<file path="src/rtl/pic_host_master_pkg.sv">
// Shared types and constants for the 8259 host-side bus master.
package pic_host_master_pkg;

  // Bus-cycle timing phases.
  typedef enum logic [2:0] {
    ST_IDLE,
    ST_SETUP,
    ST_STROBE,
    ST_HOLD,
    ST_GAP
  } seq_state_t;

  // Kind of bus cycle, selects which strobe is pulsed.
  typedef enum logic [1:0] {
    CYC_WR,
    CYC_RD,
    CYC_INTA
  } cyc_t;

  // Operation the sequencer is currently running.
  typedef enum logic [2:0] {
    OP_NONE,
    OP_INIT,
    OP_OCW,
    OP_RD,
    OP_INTA
  } op_t;

  // ICW bit positions.
  localparam int ICW1_IC4  = 0;
  localparam int ICW1_SNGL = 1;
  localparam int ICW4_UPM  = 0;

  // Step after ICW index `step`: {more, next_step}. ICW3 is only written
  // in cascade mode, ICW4 only when ICW1 asks for it.
  function automatic logic [2:0] icw_next(input logic [1:0] step,
                                          input logic [7:0] icw1);
    logic [2:0] r;
    r = 3'b000;
    case (step)
      2'd0: r = {1'b1, 2'd1};
      2'd1: if (!icw1[ICW1_SNGL])    r = {1'b1, 2'd2};
            else if (icw1[ICW1_IC4]) r = {1'b1, 2'd3};
      2'd2: if (icw1[ICW1_IC4])      r = {1'b1, 2'd3};
      default: r = 3'b000;
    endcase
    return r;
  endfunction

endpackage

</file>
<file path="src/rtl/pic_host_master_if.sv">
// PIC-side bus: chip select, strobes, address and data.
interface pic_host_master_if;
  logic       cs_n;
  logic       wr_n;
  logic       rd_n;
  logic       inta_n;
  logic       a0;
  logic [7:0] d_out;
  logic       d_oe;
  logic [7:0] d_in;

  modport master (output cs_n, wr_n, rd_n, inta_n, a0, d_out, d_oe,
                  input  d_in);
  modport slave  (input  cs_n, wr_n, rd_n, inta_n, a0, d_out, d_oe,
                  output d_in);
endinterface

</file>
<file path="src/rtl/pic_bus_cycle.sv">
// SETUP/STROBE/HOLD/GAP timing engine for one PIC bus cycle. A new cycle
// may be started from IDLE or in the final clock of the previous cycle so
// sequences run back to back without an idle clock.
module pic_bus_cycle
  import pic_host_master_pkg::*;
#(
  parameter int PULSE_W = 2,
  parameter int GAP_W   = 1
) (
  input  logic       clk,
  input  logic       rst_n,
  input  logic       i_start,
  input  cyc_t       i_type,
  input  logic       i_a0,
  input  logic [7:0] i_wdata,
  output logic       o_hold,
  output logic       o_end,
  output logic [7:0] o_rdata,
  pic_host_master_if.master bus
);

  localparam logic [3:0] PW_M1  = 4'(PULSE_W - 1);
  localparam logic [3:0] GAP_M1 = 4'((GAP_W > 0) ? GAP_W - 1 : 0);

  seq_state_t r_state;
  cyc_t       r_type;
  logic [3:0] r_cnt;
  logic [7:0] r_rdata;

  assign o_hold  = (r_state == ST_HOLD);
  assign o_end   = (r_state == ST_GAP && r_cnt == 4'd0) ||
                   (r_state == ST_HOLD && GAP_W == 0);
  assign o_rdata = r_rdata;

  // Phase sequencing with registered bus outputs; a start overrides the
  // last-clock transition so cycles chain directly.
  always_ff @(posedge clk) begin
    if (!rst_n) begin
      r_state    <= ST_IDLE;
      r_type     <= CYC_WR;
      r_cnt      <= 4'd0;
      r_rdata    <= 8'h00;
      bus.cs_n   <= 1'b1;
      bus.wr_n   <= 1'b1;
      bus.rd_n   <= 1'b1;
      bus.inta_n <= 1'b1;
      bus.a0     <= 1'b0;
      bus.d_out  <= 8'h00;
      bus.d_oe   <= 1'b0;
    end else begin
      case (r_state)
        ST_SETUP: begin
          r_state    <= ST_STROBE;
          r_cnt      <= PW_M1;
          bus.wr_n   <= (r_type != CYC_WR);
          bus.rd_n   <= (r_type != CYC_RD);
          bus.inta_n <= (r_type != CYC_INTA);
        end
        ST_STROBE: begin
          if (r_cnt == 4'd0) begin
            r_state    <= ST_HOLD;
            r_rdata    <= bus.d_in;
            bus.wr_n   <= 1'b1;
            bus.rd_n   <= 1'b1;
            bus.inta_n <= 1'b1;
          end else begin
            r_cnt <= r_cnt - 4'd1;
          end
        end
        ST_HOLD: begin
          r_state   <= (GAP_W == 0) ? ST_IDLE : ST_GAP;
          r_cnt     <= GAP_M1;
          bus.cs_n  <= 1'b1;
          bus.a0    <= 1'b0;
          bus.d_out <= 8'h00;
          bus.d_oe  <= 1'b0;
        end
        ST_GAP: begin
          if (r_cnt == 4'd0) r_state <= ST_IDLE;
          else               r_cnt   <= r_cnt - 4'd1;
        end
        default: ;
      endcase
      if (i_start) begin
        r_state   <= ST_SETUP;
        r_type    <= i_type;
        bus.cs_n  <= (i_type == CYC_INTA);
        bus.a0    <= i_a0;
        bus.d_out <= (i_type == CYC_WR) ? i_wdata : 8'h00;
        bus.d_oe  <= (i_type == CYC_WR);
      end
    end
  end

endmodule

</file>
<file path="src/rtl/pic_host_master.sv">
// Host-side master for an 8259 PIC: ICW programming, OCW writes, status
// reads and interrupt acknowledge, arbitrated at idle by fixed priority.
module pic_host_master
  import pic_host_master_pkg::*;
#(
  parameter int PULSE_W = 2,
  parameter int GAP_W   = 1
) (
  input  logic        clk,
  input  logic        rst_n,
  input  logic        init_req,
  input  logic [7:0]  icw1,
  input  logic [7:0]  icw2,
  input  logic [7:0]  icw3,
  input  logic [7:0]  icw4,
  input  logic        ocw_req,
  input  logic [7:0]  ocw_data,
  input  logic        ocw_a0,
  input  logic        rd_req,
  input  logic        rd_a0,
  output logic [7:0]  rd_data,
  output logic        rd_valid,
  input  logic        int_in,
  output logic [15:0] vec_data,
  output logic        vec_valid,
  output logic        busy,
  output logic        inited,
  pic_host_master_if.master bus
);

  op_t         r_op;
  logic [1:0]  r_step;
  logic [7:0]  r_icw1, r_icw2, r_icw3, r_icw4;
  logic        r_busy, r_inited;
  logic [7:0]  r_rd_data;
  logic        r_rd_valid;
  logic [15:0] r_vec_acc, r_vec_data;
  logic        r_vec_valid;

  logic        w_hold, w_end;
  logic [7:0]  w_rdata;
  op_t         w_acc;
  logic        w_8086, w_inta_more, w_chain;
  logic [2:0]  w_icw_nx;
  logic [1:0]  w_nstep;
  logic        w_start, w_a0;
  cyc_t        w_type;
  logic [7:0]  w_wdata;
  logic [15:0] w_vec_acc;

  assign w_8086      = r_icw4[ICW4_UPM] & r_icw1[ICW1_IC4];
  assign w_icw_nx    = icw_next(r_step, r_icw1);
  assign w_inta_more = w_8086 ? (r_step == 2'd0) : (r_step != 2'd2);
  assign w_chain     = (r_op == OP_INIT && w_icw_nx[2]) ||
                       (r_op == OP_INTA && w_inta_more);
  assign w_nstep     = (r_op == OP_INIT) ? w_icw_nx[1:0] : r_step + 2'd1;

  // Fixed-priority pick among requests, only while idle.
  always_comb begin
    w_acc = OP_NONE;
    if (!r_busy) begin
      if (init_req)                w_acc = OP_INIT;
      else if (r_inited && ocw_req) w_acc = OP_OCW;
      else if (r_inited && rd_req)  w_acc = OP_RD;
      else if (r_inited && int_in)  w_acc = OP_INTA;
    end
  end

  // Cycle launched into the engine: a freshly accepted op or the next
  // step of the running sequence.
  always_comb begin
    w_start = 1'b0;
    w_type  = CYC_WR;
    w_a0    = 1'b0;
    w_wdata = 8'h00;
    case (w_acc)
      OP_INIT: begin w_start = 1'b1; w_wdata = icw1; end
      OP_OCW:  begin w_start = 1'b1; w_a0 = ocw_a0; w_wdata = ocw_data; end
      OP_RD:   begin w_start = 1'b1; w_type = CYC_RD; w_a0 = rd_a0; end
      OP_INTA: begin w_start = 1'b1; w_type = CYC_INTA; end
      default: begin
        if (w_end && w_chain) begin
          w_start = 1'b1;
          if (r_op == OP_INIT) begin
            w_a0 = 1'b1;
            case (w_nstep)
              2'd1:    w_wdata = r_icw2;
              2'd2:    w_wdata = r_icw3;
              default: w_wdata = r_icw4;
            endcase
          end else begin
            w_type = CYC_INTA;
          end
        end
      end
    endcase
  end

  // Vector bytes land on INTA pulse 2 (low) and pulse 3 (high).
  always_comb begin
    w_vec_acc = r_vec_acc;
    if (w_hold && r_op == OP_INTA) begin
      if (r_step == 2'd1)      w_vec_acc = {8'h00, w_rdata};
      else if (r_step == 2'd2) w_vec_acc[15:8] = w_rdata;
    end
  end

  pic_bus_cycle #(.PULSE_W(PULSE_W), .GAP_W(GAP_W)) u_cyc (
    .clk     (clk),
    .rst_n   (rst_n),
    .i_start (w_start),
    .i_type  (w_type),
    .i_a0    (w_a0),
    .i_wdata (w_wdata),
    .o_hold  (w_hold),
    .o_end   (w_end),
    .o_rdata (w_rdata),
    .bus     (bus)
  );

  // Sequencer: accept, step through the sequence, finish and report.
  always_ff @(posedge clk) begin
    if (!rst_n) begin
      r_op        <= OP_NONE;
      r_step      <= 2'd0;
      r_icw1      <= 8'h00;
      r_icw2      <= 8'h00;
      r_icw3      <= 8'h00;
      r_icw4      <= 8'h00;
      r_busy      <= 1'b0;
      r_inited    <= 1'b0;
      r_rd_data   <= 8'h00;
      r_rd_valid  <= 1'b0;
      r_vec_acc   <= 16'h0000;
      r_vec_data  <= 16'h0000;
      r_vec_valid <= 1'b0;
    end else begin
      r_rd_valid  <= 1'b0;
      r_vec_valid <= 1'b0;
      if (w_acc != OP_NONE) begin
        r_op   <= w_acc;
        r_step <= 2'd0;
        r_busy <= 1'b1;
        if (w_acc == OP_INIT) begin
          r_icw1   <= icw1;
          r_icw2   <= icw2;
          r_icw3   <= icw3;
          r_icw4   <= icw4;
          r_inited <= 1'b0;
        end
      end else if (r_busy) begin
        r_vec_acc <= w_vec_acc;
        if (w_hold && r_op == OP_RD) begin
          r_rd_data  <= w_rdata;
          r_rd_valid <= 1'b1;
        end
        if (w_end) begin
          if (w_chain) begin
            r_step <= w_nstep;
          end else begin
            r_busy <= 1'b0;
            r_op   <= OP_NONE;
            if (r_op == OP_INIT) r_inited <= 1'b1;
            if (r_op == OP_INTA) begin
              r_vec_data  <= w_vec_acc;
              r_vec_valid <= 1'b1;
            end
          end
        end
      end
    end
  end

  assign busy      = r_busy;
  assign inited    = r_inited;
  assign rd_data   = r_rd_data;
  assign rd_valid  = r_rd_valid;
  assign vec_data  = r_vec_data;
  assign vec_valid = r_vec_valid;

endmodule

</file>
<file path="src/flat_wrapper.sv">
// flat-port wrapper written by rule: the top's interface ports become plain ports
module pic_host_master_flat import pic_host_master_pkg::*;
#(
  parameter int PULSE_W = 2,
  parameter int GAP_W   = 1
)
  (clk, rst_n, init_req, icw1, icw2, icw3, icw4, ocw_req, ocw_data, ocw_a0, rd_req, rd_a0, rd_data, rd_valid, int_in, vec_data, vec_valid, busy, inited, bus_cs_n, bus_wr_n, bus_rd_n, bus_inta_n, bus_a0, bus_d_out, bus_d_oe, bus_d_in);
  pic_host_master_if bus_i ();
  input  logic clk;
  input  logic rst_n;
  input  logic init_req;
  input  logic [7:0] icw1;
  input  logic [7:0] icw2;
  input  logic [7:0] icw3;
  input  logic [7:0] icw4;
  input  logic ocw_req;
  input  logic [7:0] ocw_data;
  input  logic ocw_a0;
  input  logic rd_req;
  input  logic rd_a0;
  output logic [7:0] rd_data;
  output logic rd_valid;
  input  logic int_in;
  output logic [15:0] vec_data;
  output logic vec_valid;
  output logic busy;
  output logic inited;
  output wire logic [$bits(bus_i.cs_n)-1:0] bus_cs_n;
  output wire logic [$bits(bus_i.wr_n)-1:0] bus_wr_n;
  output wire logic [$bits(bus_i.rd_n)-1:0] bus_rd_n;
  output wire logic [$bits(bus_i.inta_n)-1:0] bus_inta_n;
  output wire logic [$bits(bus_i.a0)-1:0] bus_a0;
  output wire logic [$bits(bus_i.d_out)-1:0] bus_d_out;
  output wire logic [$bits(bus_i.d_oe)-1:0] bus_d_oe;
  input wire logic [$bits(bus_i.d_in)-1:0] bus_d_in;
  assign bus_cs_n = bus_i.cs_n;
  assign bus_wr_n = bus_i.wr_n;
  assign bus_rd_n = bus_i.rd_n;
  assign bus_inta_n = bus_i.inta_n;
  assign bus_a0 = bus_i.a0;
  assign bus_d_out = bus_i.d_out;
  assign bus_d_oe = bus_i.d_oe;
  assign bus_i.d_in = bus_d_in;
  pic_host_master #(.PULSE_W(PULSE_W), .GAP_W(GAP_W)) u_core (.clk(clk), .rst_n(rst_n), .init_req(init_req), .icw1(icw1), .icw2(icw2), .icw3(icw3), .icw4(icw4), .ocw_req(ocw_req), .ocw_data(ocw_data), .ocw_a0(ocw_a0), .rd_req(rd_req), .rd_a0(rd_a0), .rd_data(rd_data), .rd_valid(rd_valid), .int_in(int_in), .vec_data(vec_data), .vec_valid(vec_valid), .busy(busy), .inited(inited), .bus(bus_i));
endmodule
</file>
<file path="config.mk">
export PLATFORM = sky130hd
export DESIGN_NAME = pic_host_master_flat
export DESIGN_NICKNAME = d
export VERILOG_FILES = /design/src/rtl/pic_host_master_pkg.sv /design/src/rtl/pic_host_master_if.sv /design/src/rtl/pic_bus_cycle.sv /design/src/rtl/pic_host_master.sv /design/src/flat_wrapper.sv
export SDC_FILE = /design/constraint.sdc
export NUM_CORES = 1
export LEC_CHECK = 0
export CORE_MARGIN = 2
export CORE_UTILIZATION = 45
export CTS_CLUSTER_DIAMETER = 120
export CTS_CLUSTER_SIZE = 12
export DETAILED_ROUTE_END_ITERATION = 12
export PLACE_DENSITY = 0.76
export SLEW_MARGIN = 10
export SYNTH_ARGS = -nofsm -noshare
export SYNTH_HDL_FRONTEND = slang
export SYNTH_HIERARCHICAL = 1
export SYNTH_SLANG_ARGS = --single-unit
</file>
<file path="constraint.sdc">
create_clock -name clk -period 2.78 [get_ports clk]
set_input_delay 0.417 -clock clk [delete_from_list [all_inputs] [get_ports clk]]
set_output_delay 0.417 -clock clk [all_outputs]
set_load 0.005 [all_outputs]
</file>
# [After elaboration in Yosys (flattened, before gate mapping)]
# Cells that the tools add are included.
[totals] output_inout_bits=42 ff_bits=106 inputBits=56 wordCells=163
[op_classes] bitwise=6 n_reduce_logical=44 addsub=2 mux=60 eq_ne=26
[ops] operator="$mux 8" count=8
[ops] operator="$mux 3" count=13
[ops] operator="$mux 1" count=24
[ops] operator="$pmux 8 s3" count=1
[ops] operator="$mux 16" count=1
[ops] operator="$pmux 8 s2" count=1
[ops] operator="$eq 3x2->1 const B" count=5
[ops] operator="$reduce_and 3->1" count=5
[ops] operator="$ne 2x2->1 const B" count=6
[ops] operator="$pmux 3 s4" count=1
[ops] operator="$pmux 4 s3" count=1
[ops] operator="$reduce_bool 2->1" count=6
[ops] operator="$reduce_or 2->1" count=6
[ops] operator="$reduce_and 2->1" count=5
[ops] operator="$reduce_and 5->1" count=2
[ops] operator="$eq 3x1->1 const B" count=3
[ops] operator="$eq 3x3->1 const B" count=3
[ops] operator="$logic_and 1x1->1" count=9
[ops] operator="$pmux 3 s3" count=1
[ops] operator="$eq 2x2->1 const B" count=3
[ops] operator="$mux 2" count=3
[ops] operator="$pmux 1 s2" count=3
[ops] operator="$pmux 2 s3" count=1
[ops] operator="$reduce_bool 3->1" count=2
[ops] operator="18 further kinds" count=25

# [Longest topological paths before layout]
# Gate-level depths: netlist (run 1).
[depth] word_depth=12 depth_mapped=14 depth_no_buf=12

# [Hierarchy]
# Netlist (run 1), hierarchy kept.
[by_module_without_submodules] mod="pic_host_master" area_per_inst_um2=3407.0 seq_area_each_um2=1501.4 instances=1 cells_each=396
[by_module_without_submodules] mod="pic_bus_cycle" area_per_inst_um2=1326.3 seq_area_each_um2=620.6 instances=1 cells_each=141

# [Worst setup path after synthesis (run 1)]
# OpenSTA, ideal clock, no wires.
[synth_path] kind="reg-to-reg" start="register u_core.r_step[1]" end="register u_core.u_cyc.bus.d_out[6]" t_arrival_ps=2620 setup_time_ps=117 slack_ps=43 path_stages_with_launch=15 synth_period_minus_slack_ps=2737 path_buffers=3 cell_sequence="dfxtp_1 > inv_1 > ha_1 > clkbuf_1 > o21a_1 > o21ai_0 > a21boi_0 > inv_1 > ha_1 > clkbuf_1 > clkbuf_1 > nor2_1 > a21oi_1 > o21ai_1 > a22o_1"
[synth_between] elab_chain_cells=10 word_cells_on_any_way=26
[synth_lines] element="start, declared" line="pic_host_master.sv:32" rtl="logic [1:0] r_step;"
[synth_lines] element="start signal, assigned" line="pic_host_master.sv:159" rtl="r_step <= w_nstep;"
[synth_lines] element="$eq 2x2->1, or another cell as far along" line="pic_host_master_pkg.sv:40" rtl="case (step)"
[synth_lines] element="$pmux 3 s3" line="pic_host_master_pkg.sv:40"
[synth_lines] element="$mux 2 *" line="pic_host_master.sv:56" rtl="assign w_nstep = (r_op == OP_INIT) ? w_icw_nx[1:0] : r_step + 2'd1;"
[synth_lines] element="named net u_core.w_nstep[1]" line="pic_host_master.sv:45" rtl="logic [1:0] w_nstep;"
[synth_lines] element="$eq 2x2->1 / $eq 2x1->1 (equally long branches)" line="pic_host_master.sv:86" rtl="case (w_nstep)"
[synth_lines] element="$pmux 8 s2 *" line="pic_host_master.sv:86"
[synth_lines] element="$mux 8 *" line="pic_host_master.sv:84" rtl="if (r_op == OP_INIT) begin"
[synth_lines] element="$mux 8 *" line="pic_host_master.sv:82" rtl="if (w_end && w_chain) begin"
[synth_lines] element="$pmux 8 s3 *" line="pic_host_master.sv:76" rtl="case (w_acc)"
[synth_lines] element="named net u_core.w_wdata[6]" line="pic_host_master.sv:48" rtl="logic [7:0] w_wdata;"
[synth_lines] element="$mux 8 *" line="pic_bus_cycle.sv:89" rtl="bus.d_out <= (i_type == CYC_WR) ? i_wdata : 8'h00;"
[synth_lines] element="$mux 8 *" line="pic_bus_cycle.sv:84" rtl="if (i_start) begin"
[synth_lines] element="end signal, assigned" line="pic_bus_cycle.sv:89"
[synth_lines] element="end, declared" line="pic_host_master_if.sv:12" rtl="modport master (output cs_n, wr_n, rd_n, inta_n, a0, d_out, d_oe,"
# The timed path passes the listed nets; every way through them passes the cells marked *.
# A chain may end at the register's enable or synchronous reset.

# [Worst setup path after layout (run 1)]
[layout_path] start="register u_core.r_step[0]" end="register u_core.u_cyc.bus.d_out[6]"
# The elaborated chain is that of the path after synthesis.

==> impl_metrics.yaml, run 1 <==
die:
  coreArea_mm2: 0.0103
  die-area_mm2: 0.0114
  io_pins: 98
  die_w_um: 107
  std_cell_rows: 37
  die_y_um: 107
  start_util_pct: 46.1
cells_and_area:
  design_area_mm2: 0.00607
  nets: 689
  stdcell_count: 766
  post-route-util_pct: 59.0
  antennaDiodeCount: 0
  layout-drive-gt1-share_pct: 8.57
  synthToLayoutAreaGrowth_pct: 28.2
timing:
  slew_viol_final: 0
  tightest_slew_ns: 0.911
  period_share_pct: 94.9
  setup_viol: 0
  hold_viol: 0
  min_period_ns: 2.64
  skew_ns: 0.0161
  max_freq_ghz: 0.379
  slew_headroom_pct: 39.0
drt:
  ant_nets: 0
  vias: 4136
  totalWireLength_mm: 11.7
  vias_per_cell: 5.40
  drc: 0
  drt-wirelength-per-cell_um: 15.3
  drtIter0Drc: 242
  drt_first_pass_iters: 4
worst_setup_path:
  path_class: "register to register"
  cp_max_fo: 8
  cp-start-kind: "register"
  cp.required_ns: 3.05
  arrival_ns: 2.91
  end_kind: "register"
synthesis:
  syn_avg_cell_area_um2: 8.81
  synth_cells: 537
  synth_warnings: 6
  synthesis.area_mm2: 0.00473
  syn_nets: 601
  ys_seq_elements: 106
  yosysSeqAreaShare_pct: 44.8
  synth_ff_type: "dfxtp_1"
  ys_types: 64
  synth_enable_flop_cells: 0
  async_reset_ff_share_pct: 0
global_routing:
  grt_usage_pct: 21.2
  grt_max_degree: 30
  gr-total-overflow: 0
  antenna_found_initial: 0
  grt_pass1_vias: 4103
  grt_pass1_wl_mm: 19.4
clock_network:
  clock-sinks: 106
  cts_resized: 1
  post_cts_buffers: 0
  clock-root-buffer: "clkbuf_8"
  tritoncts: "done"
  cts_buffer_depth: 2
  path_clk_slew_ns: 0.10
  htree_levels: 3
  clock_latency_ns: 0.37
  cts_buffers: 9
  hold_buffers: 0
power_and_ir_drop:
  power_density_mw_per_mm2: 497
  ir_drop_mv: 0.300
  leakagePower_nw: 2.45
placement:
  hpwl_mm: 8.71
  portBuffers: 97
  dpl_cell_area_mm2: 0.00582
  dp.cells: 750
  gp_congestion: 0.897
worst_hold_path:
  hold_class: "register to register"
job:
  maxCapViolations: 0
status:
  status: "finished clean"
==> placed cells by master, fill, tap and decap left out, types with 3 or more instances in the layout <==
cell and count:
a21oi_1 59, and2_1 3, nand2_1 74, inv_1 11, nor3_1 5, a22o_1 8, o21ai_1 18, nor2b_1 4
nand2b_1 5, a22oi_1 13, mux2i_1 42, o21ai_0 8, o2bb2ai_1 7, buf_4 14, a211oi_1 4, clkbuf_8 9
clkdlybuf4s50_1 97, dfxtp_1 105, nor2_1 50, nor3b_1 4, ha_1 6, nor4_1 4, nand4_1 3, nand3_1 16
==> final timing paths <==
path	startpoint	end	slack (ns)	depth (start not counted)
setup / recovery	u_core/r_step[0]	u_core/u_cyc/bus.d_out[6]	0.14	13
setup reg to reg	u_core/r_step[0]	u_core/u_cyc/bus.d_out[6]	0.14	13
hold reg to reg	u_core/r_icw3[4]	u_core/r_icw3[4]	0.46	2
hold / removal	u_core/r_icw3[4]	u_core/r_icw3[4]	0.46	2
==> sequential cells by signal (all words and copies together), names as in the netlist, 2 cells and up <==
register / count
u_core/r_icw4: 8
u_core/r_vec_acc: 16
u_core/r_step: 2
u_core/r_icw1: 2
u_core/r_icw2: 8
u_core/vec_data: 16
u_core/u_cyc/r_state: 3
u_core/r_op: 3
u_core/r_icw3: 8
u_core/u_cyc/o_rdata: 8
u_core/u_cyc/bus.d_out: 8
u_core/u_cyc/r_cnt: 4
u_core/rd_data: 8
u_core/u_cyc/r_type: 2
==> cells in the mapped netlist (3+ instances only) <==
cell type,number,area (µm²)
a22oi_1,15,113
nand4_1,3,18.8
nand2_1,74,278
nor3_1,5,25.0
nand2b_1,5,31.3
a22o_1,8,70.1
o21ai_1,18,90.1
nor2b_1,4,25.0
nor3b_1,4,30.0
a211oi_1,4,30.0
and2_1,3,18.8
ha_1,8,100
nor2_1,51,191
o21ai_0,8,40.0
buf_1,3,11.3
o2bb2ai_1,7,61.3
buf_2,8,40.0
dfxtp_1,106,2120
clkbuf_1,18,67.6
inv_1,11,41.3
nand3_1,16,80.1
nor4_1,4,25.0
mux2i_1,42,420
buf_4,4,30.0
a21oi_1,59,295
==> critical path, cell delays in order (launching register included) <==
cell,delay [ns]
dfxtp_2,0.39
inv_1,0.10
ha_1,0.22
buf_4,0.15
a21oi_1,0.18
nand2_1,0.09
a22oi_2,0.25
inv_1,0.09
ha_2,0.27
a22oi_1,0.29
nor2_1,0.08
a21oi_1,0.14
o21ai_1,0.07
a22o_1,0.21
==> through the flow <==
stage	hold WS (ns)	power [mW]	TNS, ns	worst slack (ns)
4_1_cts	0.462	3.02	0	0.0235
2_1_floorplan	0.436	1.85	0	0.0432
3_3_place_gp	0.445	2.01	0	0.175
3_5_place_dp	0.447	2.02	0	0.0610
6_report	0.461	3.01	0	0.142
5_1_grt	0.480	3.14	-0.00340	-0.00340
==> report_power, final <==
group          internal (mW)  switching (mW)  total, mW  leakage (nW)
Clock                  0.443           0.571       1.01         0.111
Sequential              1.57          0.0480       1.61         0.861
Combinational          0.189           0.195      0.384          1.48
Total                   2.20           0.815       3.01          2.45
==> routing by layer <==
layer | GRT usage, % | up-vias | routed length (µm)
li1 | - | 2079 | -
met1 | 28.5 | 1956 | 5450
met2 | 35.1 | 86 | 5630
met3 | 3.13 | 15 | 445
met4 | 6.59 | 0 | 174
met5 | 0 | - | 0
==> cell type report <==
cell class | instances | area (µm²)
clock inverters | 7 | 95.1
repair buffers | 111 | 1080
multi-input cells | 385 | 2430
well taps | 136 | 170
clock buffers | 9 | 124
fillers | 910 | 4210
inverters | 12 | 45.0
flip-flops and latches | 106 | 2120
==> cells by family (layout without fill, tap and decap cells) <==
logic type	Yosys count	count (layout)	share of synthesized area, %
DFF	106	106	44.8
xor gates and xnor gates	2	2	0.370
AOI/OAI and AO/OA	145	145	19.9
adders and majority gates	8	8	2.11
and+or+nand+nor	188	188	19.5
muxes	42	42	8.88
buffers and inverters	46	139	4.34
(Power assumes the default switching activity.)
==> inputs of run 2 (changes only) <==
--- a/config.mk
+++ b/config.mk
@@ -11,8 +11,10 @@
 export CTS_CLUSTER_SIZE = 12
 export DETAILED_ROUTE_END_ITERATION = 12
 export PLACE_DENSITY = 0.76
+export SKIP_LAST_GASP = 1
 export SLEW_MARGIN = 10
 export SYNTH_ARGS = -nofsm -noshare
 export SYNTH_HDL_FRONTEND = slang
 export SYNTH_HIERARCHICAL = 1
 export SYNTH_SLANG_ARGS = --single-unit
+export TNS_END_PERCENT = 100
==> results of run 2 <==
Same layout as run 1: the final DEF is identical, and so are final timing and power.
